<file path="config.mk">
export PLATFORM = sky130hd
export DESIGN_NAME = sha256_block_engine_flat
export DESIGN_NICKNAME = d
export VERILOG_FILES = /design/src/rtl/sha256_block_engine_if.sv /design/src/rtl/sha256_block_engine.sv /design/src/flat_wrapper.sv
export SDC_FILE = /design/constraint.sdc
export NUM_CORES = 2
export LEC_CHECK = 0
export BUFFER_PORTS_ARGS = -buffer_cell sky130_fd_sc_hd__buf_2
export CORE_UTILIZATION = 55
export DETAILED_ROUTE_END_ITERATION = 6
export MAX_ROUTING_LAYER = met4
export PLACE_DENSITY = 0.72
export SLEW_MARGIN = 40
export SYNTH_ARGS = -nofsm -noshare
export SYNTH_HDL_FRONTEND = slang
export SYNTH_SLANG_ARGS = --single-unit
</file>
<file path="constraint.sdc">
create_clock -name clk -period 63.1 [get_ports clk]
set_clock_uncertainty 0.1 [all_clocks]
set_input_delay 6.31 -clock clk [delete_from_list [all_inputs] [get_ports clk]]
set_output_delay 6.31 -clock clk [all_outputs]
set_load 0.03 [all_outputs]
</file>
<file path="src/rtl/sha256_block_engine_if.sv">
// Word-stream handshake into the SHA-256 block engine.
// The producer drives the message words; the engine drives word_ready.
interface sha256_block_engine_if;
    logic        word_valid;
    logic        word_ready;
    logic [31:0] word_in;
    logic        block_first;

    modport master (output word_valid, output word_in, output block_first, input word_ready);
    modport slave  (input word_valid, input word_in, input block_first, output word_ready);
endinterface

</file>
<file path="src/rtl/sha256_block_engine.sv">
// SHA-256 compression engine: loads 16 words, runs 64 rounds one per clock,
// then folds the working variables into the chaining value H.
module sha256_block_engine #(
    parameter logic [255:0] INIT_H =
        256'h6a09e667_bb67ae85_3c6ef372_a54ff53a_510e527f_9b05688c_1f83d9ab_5be0cd19
) (
    input  logic                        clk,
    input  logic                        rst,
    sha256_block_engine_if.slave        win,
    output logic                        busy,
    output logic                        digest_valid,
    output logic [255:0]                digest
);

    localparam logic [31:0] K [64] = '{
        32'h428a2f98, 32'h71374491, 32'hb5c0fbcf, 32'he9b5dba5,
        32'h3956c25b, 32'h59f111f1, 32'h923f82a4, 32'hab1c5ed5,
        32'hd807aa98, 32'h12835b01, 32'h243185be, 32'h550c7dc3,
        32'h72be5d74, 32'h80deb1fe, 32'h9bdc06a7, 32'hc19bf174,
        32'he49b69c1, 32'hefbe4786, 32'h0fc19dc6, 32'h240ca1cc,
        32'h2de92c6f, 32'h4a7484aa, 32'h5cb0a9dc, 32'h76f988da,
        32'h983e5152, 32'ha831c66d, 32'hb00327c8, 32'hbf597fc7,
        32'hc6e00bf3, 32'hd5a79147, 32'h06ca6351, 32'h14292967,
        32'h27b70a85, 32'h2e1b2138, 32'h4d2c6dfc, 32'h53380d13,
        32'h650a7354, 32'h766a0abb, 32'h81c2c92e, 32'h92722c85,
        32'ha2bfe8a1, 32'ha81a664b, 32'hc24b8b70, 32'hc76c51a3,
        32'hd192e819, 32'hd6990624, 32'hf40e3585, 32'h106aa070,
        32'h19a4c116, 32'h1e376c08, 32'h2748774c, 32'h34b0bcb5,
        32'h391c0cb3, 32'h4ed8aa4a, 32'h5b9cca4f, 32'h682e6ff3,
        32'h748f82ee, 32'h78a5636f, 32'h84c87814, 32'h8cc70208,
        32'h90befffa, 32'ha4506ceb, 32'hbef9a3f7, 32'hc67178f2
    };

    typedef enum logic [1:0] {StLoad, StRound, StUpdate} state_e;

    function automatic logic [31:0] big_s0(input logic [31:0] x);
        return {x[1:0], x[31:2]} ^ {x[12:0], x[31:13]} ^ {x[21:0], x[31:22]};
    endfunction

    function automatic logic [31:0] big_s1(input logic [31:0] x);
        return {x[5:0], x[31:6]} ^ {x[10:0], x[31:11]} ^ {x[24:0], x[31:25]};
    endfunction

    function automatic logic [31:0] small_s0(input logic [31:0] x);
        return {x[6:0], x[31:7]} ^ {x[17:0], x[31:18]} ^ {3'b000, x[31:3]};
    endfunction

    function automatic logic [31:0] small_s1(input logic [31:0] x);
        return {x[16:0], x[31:17]} ^ {x[18:0], x[31:19]} ^ {10'd0, x[31:10]};
    endfunction

    state_e         state_q, state_d;
    logic [3:0]     wcnt_q;
    logic [5:0]     rnd_q;
    logic           first_q;
    logic [255:0]   hash_q;
    logic [255:0]   digest_q;
    logic           dv_q;
    logic [31:0]    w_q [16];
    logic [31:0]    a_q, b_q, c_q, d_q, e_q, f_q, g_q, h_q;

    logic           xfer;
    logic [255:0]   chain;
    logic [255:0]   hash_sum;
    logic [31:0]    t1, t2, w_new;

    assign xfer         = win.word_valid && (state_q == StLoad);
    assign chain        = first_q ? INIT_H : hash_q;
    assign digest       = digest_q;
    assign digest_valid = dv_q;

    always_comb begin
        t1    = h_q + big_s1(e_q) + ((e_q & f_q) ^ (~e_q & g_q)) + K[rnd_q] + w_q[0];
        t2    = big_s0(a_q) + ((a_q & b_q) ^ (a_q & c_q) ^ (b_q & c_q));
        // w_q[k] holds W[t+k] during round t
        w_new = small_s1(w_q[14]) + w_q[9] + small_s0(w_q[1]) + w_q[0];
        hash_sum = {hash_q[255:224] + a_q, hash_q[223:192] + b_q,
                    hash_q[191:160] + c_q, hash_q[159:128] + d_q,
                    hash_q[127:96]  + e_q, hash_q[95:64]   + f_q,
                    hash_q[63:32]   + g_q, hash_q[31:0]    + h_q};
    end

    always_comb begin
        state_d        = state_q;
        win.word_ready = 1'b0;
        busy           = 1'b0;
        unique case (state_q)
            StLoad: begin
                win.word_ready = 1'b1;
                if (xfer && (wcnt_q == 4'd15)) state_d = StRound;
            end
            StRound: begin
                busy = 1'b1;
                if (rnd_q == 6'd63) state_d = StUpdate;
            end
            StUpdate: begin
                busy    = 1'b1;
                state_d = StLoad;
            end
            default: state_d = StLoad;
        endcase
    end

    always_ff @(posedge clk or negedge rst) begin
        if (!rst) begin
            state_q  <= StLoad;
            wcnt_q   <= 4'd0;
            rnd_q    <= 6'd0;
            first_q  <= 1'b0;
            hash_q   <= INIT_H;
            digest_q <= INIT_H;
            dv_q     <= 1'b0;
        end else begin
            state_q <= state_d;
            dv_q    <= (state_q == StUpdate);
            if (xfer) begin
                wcnt_q <= wcnt_q + 4'd1;
                if (wcnt_q == 4'd0) first_q <= win.block_first;
                if (wcnt_q == 4'd15) begin
                    hash_q <= chain;
                    rnd_q  <= 6'd0;
                end
            end
            if (state_q == StRound) rnd_q <= rnd_q + 6'd1;
            if (state_q == StUpdate) begin
                hash_q   <= hash_sum;
                digest_q <= hash_sum;
            end
        end
    end

    // Message schedule and working variables need no reset
    always_ff @(posedge clk) begin
        if (xfer) begin
            for (int i = 0; i < 15; i++) w_q[i] <= w_q[i + 1];
            w_q[15] <= win.word_in;
            if (wcnt_q == 4'd15) {a_q, b_q, c_q, d_q, e_q, f_q, g_q, h_q} <= chain;
        end else if (state_q == StRound) begin
            for (int i = 0; i < 15; i++) w_q[i] <= w_q[i + 1];
            w_q[15] <= w_new;
            h_q <= g_q;
            g_q <= f_q;
            f_q <= e_q;
            e_q <= d_q + t1;
            d_q <= c_q;
            c_q <= b_q;
            b_q <= a_q;
            a_q <= t1 + t2;
        end
    end

endmodule

</file>
<file path="src/flat_wrapper.sv">
// flat-port wrapper written by rule: the top's interface ports become plain ports
module sha256_block_engine_flat 
#(
    parameter logic [255:0] INIT_H =
        256'h6a09e667_bb67ae85_3c6ef372_a54ff53a_510e527f_9b05688c_1f83d9ab_5be0cd19
)
  (clk, rst, busy, digest_valid, digest, win_word_valid, win_word_in, win_block_first, win_word_ready);
  sha256_block_engine_if win_i ();
  input  logic clk;
  input  logic rst;
  output logic busy;
  output logic digest_valid;
  output logic [255:0] digest;
  input wire logic [$bits(win_i.word_valid)-1:0] win_word_valid;
  input wire logic [$bits(win_i.word_in)-1:0] win_word_in;
  input wire logic [$bits(win_i.block_first)-1:0] win_block_first;
  output wire logic [$bits(win_i.word_ready)-1:0] win_word_ready;
  assign win_i.word_valid = win_word_valid;
  assign win_i.word_in = win_word_in;
  assign win_i.block_first = win_block_first;
  assign win_word_ready = win_i.word_ready;
  sha256_block_engine #(.INIT_H(INIT_H)) u_core (.clk(clk), .rst(rst), .win(win_i), .busy(busy), .digest_valid(digest_valid), .digest(digest));
endmodule
</file>
; Yosys cells after proc, flatten, opt, wreduce, memory -nomap -nowiden
; Memories as Yosys holds them, arrays and structs flattened.
; Index checks and enable logic that the tools add are counted.
[word_totals]
ramBits = 512
latchBits = 0
ff_bits = 782
mem_bits_ro = 2048
mem_count = 2
[memory_table]
columns = memory, words, width, read_ports, rd_ports_with_merged_regs, wr, line_no
row1 = (name not given), 64, 32, 1, 0, 0, sha256_block_engine.sv:73  ; t1 = h_q + big_s1(e_q) + ((e_q & f_q) ^ (~e_q & g_q)) + K[rnd_q] + w_q[0];
row2 = u_core.w_q, 16, 32, 16, 0, 16, sha256_block_engine.sv:59  ; logic [31:0] w_q [16];
[classes]
n_eq_ne = 7
n_shift = 0
reduce_logical = 14
mul = 0
bitwise = 34
n_mux = 59
n_addsub = 20
div_mod_pow = 0
order_cmp = 1
[ops]
columns = cell, count
row1 = 32-bit two-way mux, 42
row2 = 256-bit two-way mux, 4
row3 = 32-bit adder, 18
row4 = 32-bit bitwise XOR, 9
row5 = 32-bit AND, 5
row6 = 32-bit inverter, 1
row7 = 32-bit by 22-bit bitwise XOR with 32-bit output, 1
row8 = 32-bit by 29-bit bitwise XOR with 32-bit output, 1
row9 = 6-bit two-way mux, 3
row10 = 1-bit OR, 16
row11 = 2-bit AND reduction, 5
row12 = 2-bit nonzero test, 4
row13 = "7-bit >= comparator, second input constant", 1
row14 = 1-bit two-way mux, 7
row15 = 6-bit inverter with 7-bit output, 1
row16 = "6-bit by 1-bit adder with 6-bit output, second input constant", 1
row17 = "6-bit equality test, second input constant", 1
row18 = "4-bit by 1-bit adder with 4-bit output, second input constant", 1
row19 = "4-bit equality test, second input constant", 1
row20 = 4-bit zero test, 1
row21 = 2-bit two-way mux, 2
row22 = "2-bit inequality test, second input constant", 2
row23 = 2-bit case mux with 2 select lines, 1
row24 = "2-bit by 1-bit equality test with 1-bit output, second input constant", 1
row25 = 5 further kinds, 6

; Logic depth before layout (Yosys ltp)
[depth]
word_depth = 9
mapped_depth = 40
mapped_depth_nobuf = 38

; Worst setup path after synthesis
; Ideal clock, no wire load.
[synth_timing]
path_kind = in2reg
start = input port win_word_valid
end = register u_core.a_q[0], enable pin
path_stages = 5
path_buffers = 3
setup_time_ns = 1.227
arrival_time_ns = 24.809
required_ns = 61.773
slack_ns = 36.963
cell_sequence = and2_1 -> clkbuf_1 -> clkbuf_1 -> clkbuf_1 -> o21ai_0
[synth_between]
elab_chain_len = 3
[synth_rtl]
columns = element, line_no
row1 = "start, declared", flat_wrapper.sv:14  ; input wire logic [$bits(win_i.word_valid)-1:0] win_word_valid;
row2 = 1-bit logical AND (*), sha256_block_engine.sv:67  ; assign xfer = win.word_valid && (state_q == StLoad);
row3 = 2-bit inequality test (no source line) / 2-bit nonzero test (equally long branches), --
row4 = 2-bit AND reduction (no source line) (*), --
row5 = "end signal, assigned", sha256_block_engine.sv:137  ; if (wcnt_q == 4'd15) {a_q, b_q, c_q, d_q, e_q, f_q, g_q, h_q} <= chain;
row6 = "end signal, assigned", sha256_block_engine.sv:148  ; a_q <= t1 + t2;
row7 = "end, declared", sha256_block_engine.sv:60  ; logic [31:0] a_q, b_q, c_q, d_q, e_q, f_q, g_q, h_q;
; Every way passes the cells marked *; elsewhere a longest branch is shown, timed or not.
; A chain may end at the register's enable or synchronous reset.

; Worst setup path after layout
[layout_timing]
start = register u_core.rnd_q[0]
end = register u_core.a_q[30] (data pin)
[layout_between]
elab_chain_len = 9
[layout_rtl]
columns = element, line_no
row1 = "start, declared", sha256_block_engine.sv:54  ; logic [5:0] rnd_q;
row2 = "start signal, assigned", sha256_block_engine.sv:124  ; if (state_q == StRound) rnd_q <= rnd_q + 6'd1;
row3 = 6-bit inverter with 7-bit output (implied by the code), sha256_block_engine.sv:73
row4 = memory read 64 x 32 bit, --
row5 = 32-bit two-way mux (implied by the code) (2 in series), sha256_block_engine.sv:73
row6 = 32-bit adder (2 in series), sha256_block_engine.sv:73
row7 = 32-bit adder, sha256_block_engine.sv:148
row8 = 32-bit two-way mux, sha256_block_engine.sv:138  ; end else if (state_q == StRound) begin
row9 = 32-bit two-way mux, sha256_block_engine.sv:134  ; if (xfer) begin
; Every way passes these cells. The select of a mux whose other input is x is not followed.

==> metrics.md <==
| Metric | Value |
|---|---|
| Fillcell total | 10830 |
| PostCTS Resize Cnt | 0 |
| CTS clk-pin slew, worst paths | 60 ps |
| Failing checks | design-rule violations |
| 1st-iter DRT viols | 6594 |
| Synth-to-layout area growth | 11.30% |
| Cells on Worst Hold Path | 0 |
| Die height | 369.5 µm |
| Worst reg2reg startpoint | u_core.rnd_q[0] |
| First-pass GRT wire length | 356400 µm |
| Syn_nets | 7711 |
| Die area | 136500 µm² |
| Wirelength, routed | 244400 µm |
| Post-CTS setup repair buffer count | 0 |
| R2r worst-path depth | 37 |
| Post-synthesis sequential area ratio | 49.23% |
| FP Rows | 134 |
| ANT nets after route | 0 |
| Cells after DPL | 8881 |
| TritonCTS Sinks | 1294 |
| Outcome | finished, violations left |
| Delay-heaviest family, CP | adder cells |
| Htree depth | 4 |
| Worst hold slack | 298.6 ps |
| CP Data Required Time | 63540 ps |
| Worst slack, placed | 52540 ps |
| Io pins | 295 |
| YS warnings | 0 |
| Main synth FF type | edfxtp_1 |
| Largest net degree at the start of global routing | 149 |
| Most common cell after layout, fill and taps aside | nand2_1 |
| CTS tree | yes |
| Final setup vio count | 0 |
| Wire per inst | 26.72 µm |
| Distinct cells, synth | 85 |
| Seq cells post-synth | 1294 |
| Worst-path fanout max | 23 |
| Worst setup path start | u_core.rnd_q[0] |
| Setup crit start kind | flop |
| Synthesized instance count | 7082 |
| CP max stage delay | 770 ps |
| Via count | 56840 |
| Final Instance Count excl. Fillers | 9147 |
| Total GRT Usage | 36.68% |
| CP max stage cell | ha_1 |
| Stages on worst setup path | 37 |
| HP Start | u_core.w_q[13][21] |
| Post-synth EDFFs | 768 |
| Worst-Skew Late Latency | 810 ps |
| Die X | 369.5 µm |
| Vias/cell | 6.214 |
| Vias in the first global route | 53900 |
| Initial antenna violation count | 14 |
| Most used cell, CP | fa_1 |
| HP Class | reg2reg |
| Slew HR | 41.30% |
| Worst Path Arrival | 10690 ps |
| Multi-input logic area | 35100 µm² |
| CTS Buffer Depth | 3 |
| CTS Hold Buffers Added | 0 |
| CTS Buf Count | 140 |
| Setup TNS | 0 ps |
| Max Cap Viol | 0 |
| Grt ovf | 0 |
| Root Buffer | clkbuf_16 |
| Sequential Area | 36570 µm² |
| Final Hold Viols | 0 |
| PortBufs | 294 |
| Final Slew Violations | 0 |
| Initial Util | 55.52% |
| Fin nets | 7888 |
| Most frequent cells in the layout | nand2_1 (973), edfxtp_1 (768), o21ai_0 (689) |
| Crit. End Element | flop |
| Reg2Reg Setup Slack | 52850 ps |
| Synthesized area per cell | 10.49 µm² |
| F_max | 0.09754 GHz |
| DR pass1 iterations | 7 |
| Setup WS post-layout | 52850 ps |
| WP buf/inv | 4 |
| HPWL after DPL | 179500 µm |
| Ys async rst share | 40.65% |
| Crit share post-route | 16.25% |
| Critical path type | reg2reg |
| Number of remaining DRC errors | 28 |
| Total core area | 133800 µm² |
| Placer congestion estimate | 1.058 |
| RSZ-0062 raised after global routing | no |
| Layout cells sized above 1 | 13.50% |
| Worst slew pin tran | 856.0 ps |
| Shortest period the worst path allows | 10250 ps |
| Mapped cell area | 74280 µm² |
## logic make-up (layout without fill, tap and decap cells)
family / count (synthesis) / in the layout / share of synthesized area (%)
compound gates: 1900 / 1900 / 15.68
xor+xnor: 554 / 554 / 6.570
fa+ha+maj: 618 / 618 / 12.30
buf+inv: 732 / 1027 / 3.699
flops: 1294 / 1294 / 49.23
mux: 94 / 94 / 1.467
other cells: 0 / 2 / 0
simple gates: 1890 / 1890 / 11.06
## flip-flops by register name (all words and copies together), names as in the netlist
signal               count
u_core.w_q             512
u_core.digest          256
u_core.hash_q          256
u_core.a_q              32
u_core.b_q              32
u_core.c_q              32
u_core.d_q              32
u_core.e_q              32
u_core.f_q              32
u_core.g_q              32
u_core.h_q              32
u_core.rnd_q             6
u_core.wcnt_q            4
u_core.state_q           2
u_core.digest_valid      1
u_core.first_q           1
## cell usage after synthesis, types with 49 or more instances
cell type	n	share of area, %
a31oi_1	55	0.46
fa_1	195	5.3
o21ai_0	690	4.6
clkbuf_1	297	1.5
a21oi_1	488	3.3
inv_1	395	2.0
nor2b_1	54	0.45
xor2_1	161	1.9
nor3_1	80	0.54
a21o_1	148	1.5
nand3_1	131	0.88
mux2_2	49	0.74
ha_1	398	6.7
nand2b_1	67	0.56
dfrtp_1	254	8.6
edfxtp_1	768	31
nor2_1	396	2.0
o21a_1	72	0.73
dfstp_2	272	9.6
nand2_1	975	4.9
xnor2_1	391	4.6
## layer usage
metal | part of all wire (%) | GRT usage (%) | up-vias
li1 | - | - | 25470
met1 | 42 | 49.53 | 28150
met2 | 45 | 53.99 | 2692
met3 | 8.9 | 6.929 | 525
met4 | 5.0 | 16.09 | 0
met5 | 0 | - | -
## worst register-to-register path, delay by kind of cell (launching register included)
kind | cells | cell delay [ps]
buffers and inverters | 4 | 750
AND/OR/NAND/NOR | 6 | 1450
XOR/XNOR | 2 | 550
flip-flops | 1 | 320
adder cells (fa/ha/maj) | 8 | 3730
AO/OA/AOI/OAI | 17 | 3080
## worst paths after layout
| path | to |
|---|---|
| worst max-delay path | u_core.a_q[30] |
| worst min-delay path | u_core.w_q[12][21] |
| worst max register to register | u_core.a_q[30] |
| worst min register to register | u_core.w_q[12][21] |
| max in group asynchronous | u_core.first_q |
| min in group asynchronous | u_core.digest[69] |
## layout make-up
| cell class | count | area share, % |
|---|---|---|
| sequential | 1294 | 44.24 |
| multi-input combinational | 5056 | 42.46 |
| clock buffer | 186 | 4.882 |
| timing repair buffer | 370 | 2.717 |
| tap | 1768 | 2.676 |
| inverter | 397 | 1.815 |
| clock inverter | 74 | 1.202 |
| antenna | 2 | 0.006054 |
## stage by stage
step	cell area, µm²	util, %
CTS	82560	61.70
floorplan	74280	-
global placement	77360	57.82
global route	82670	61.79
detailed placement	77530	57.94
finish	82670	61.79
Power is not shown: default switching activity piles up to over one toggle a cycle in this logic, so the estimate is an artifact.
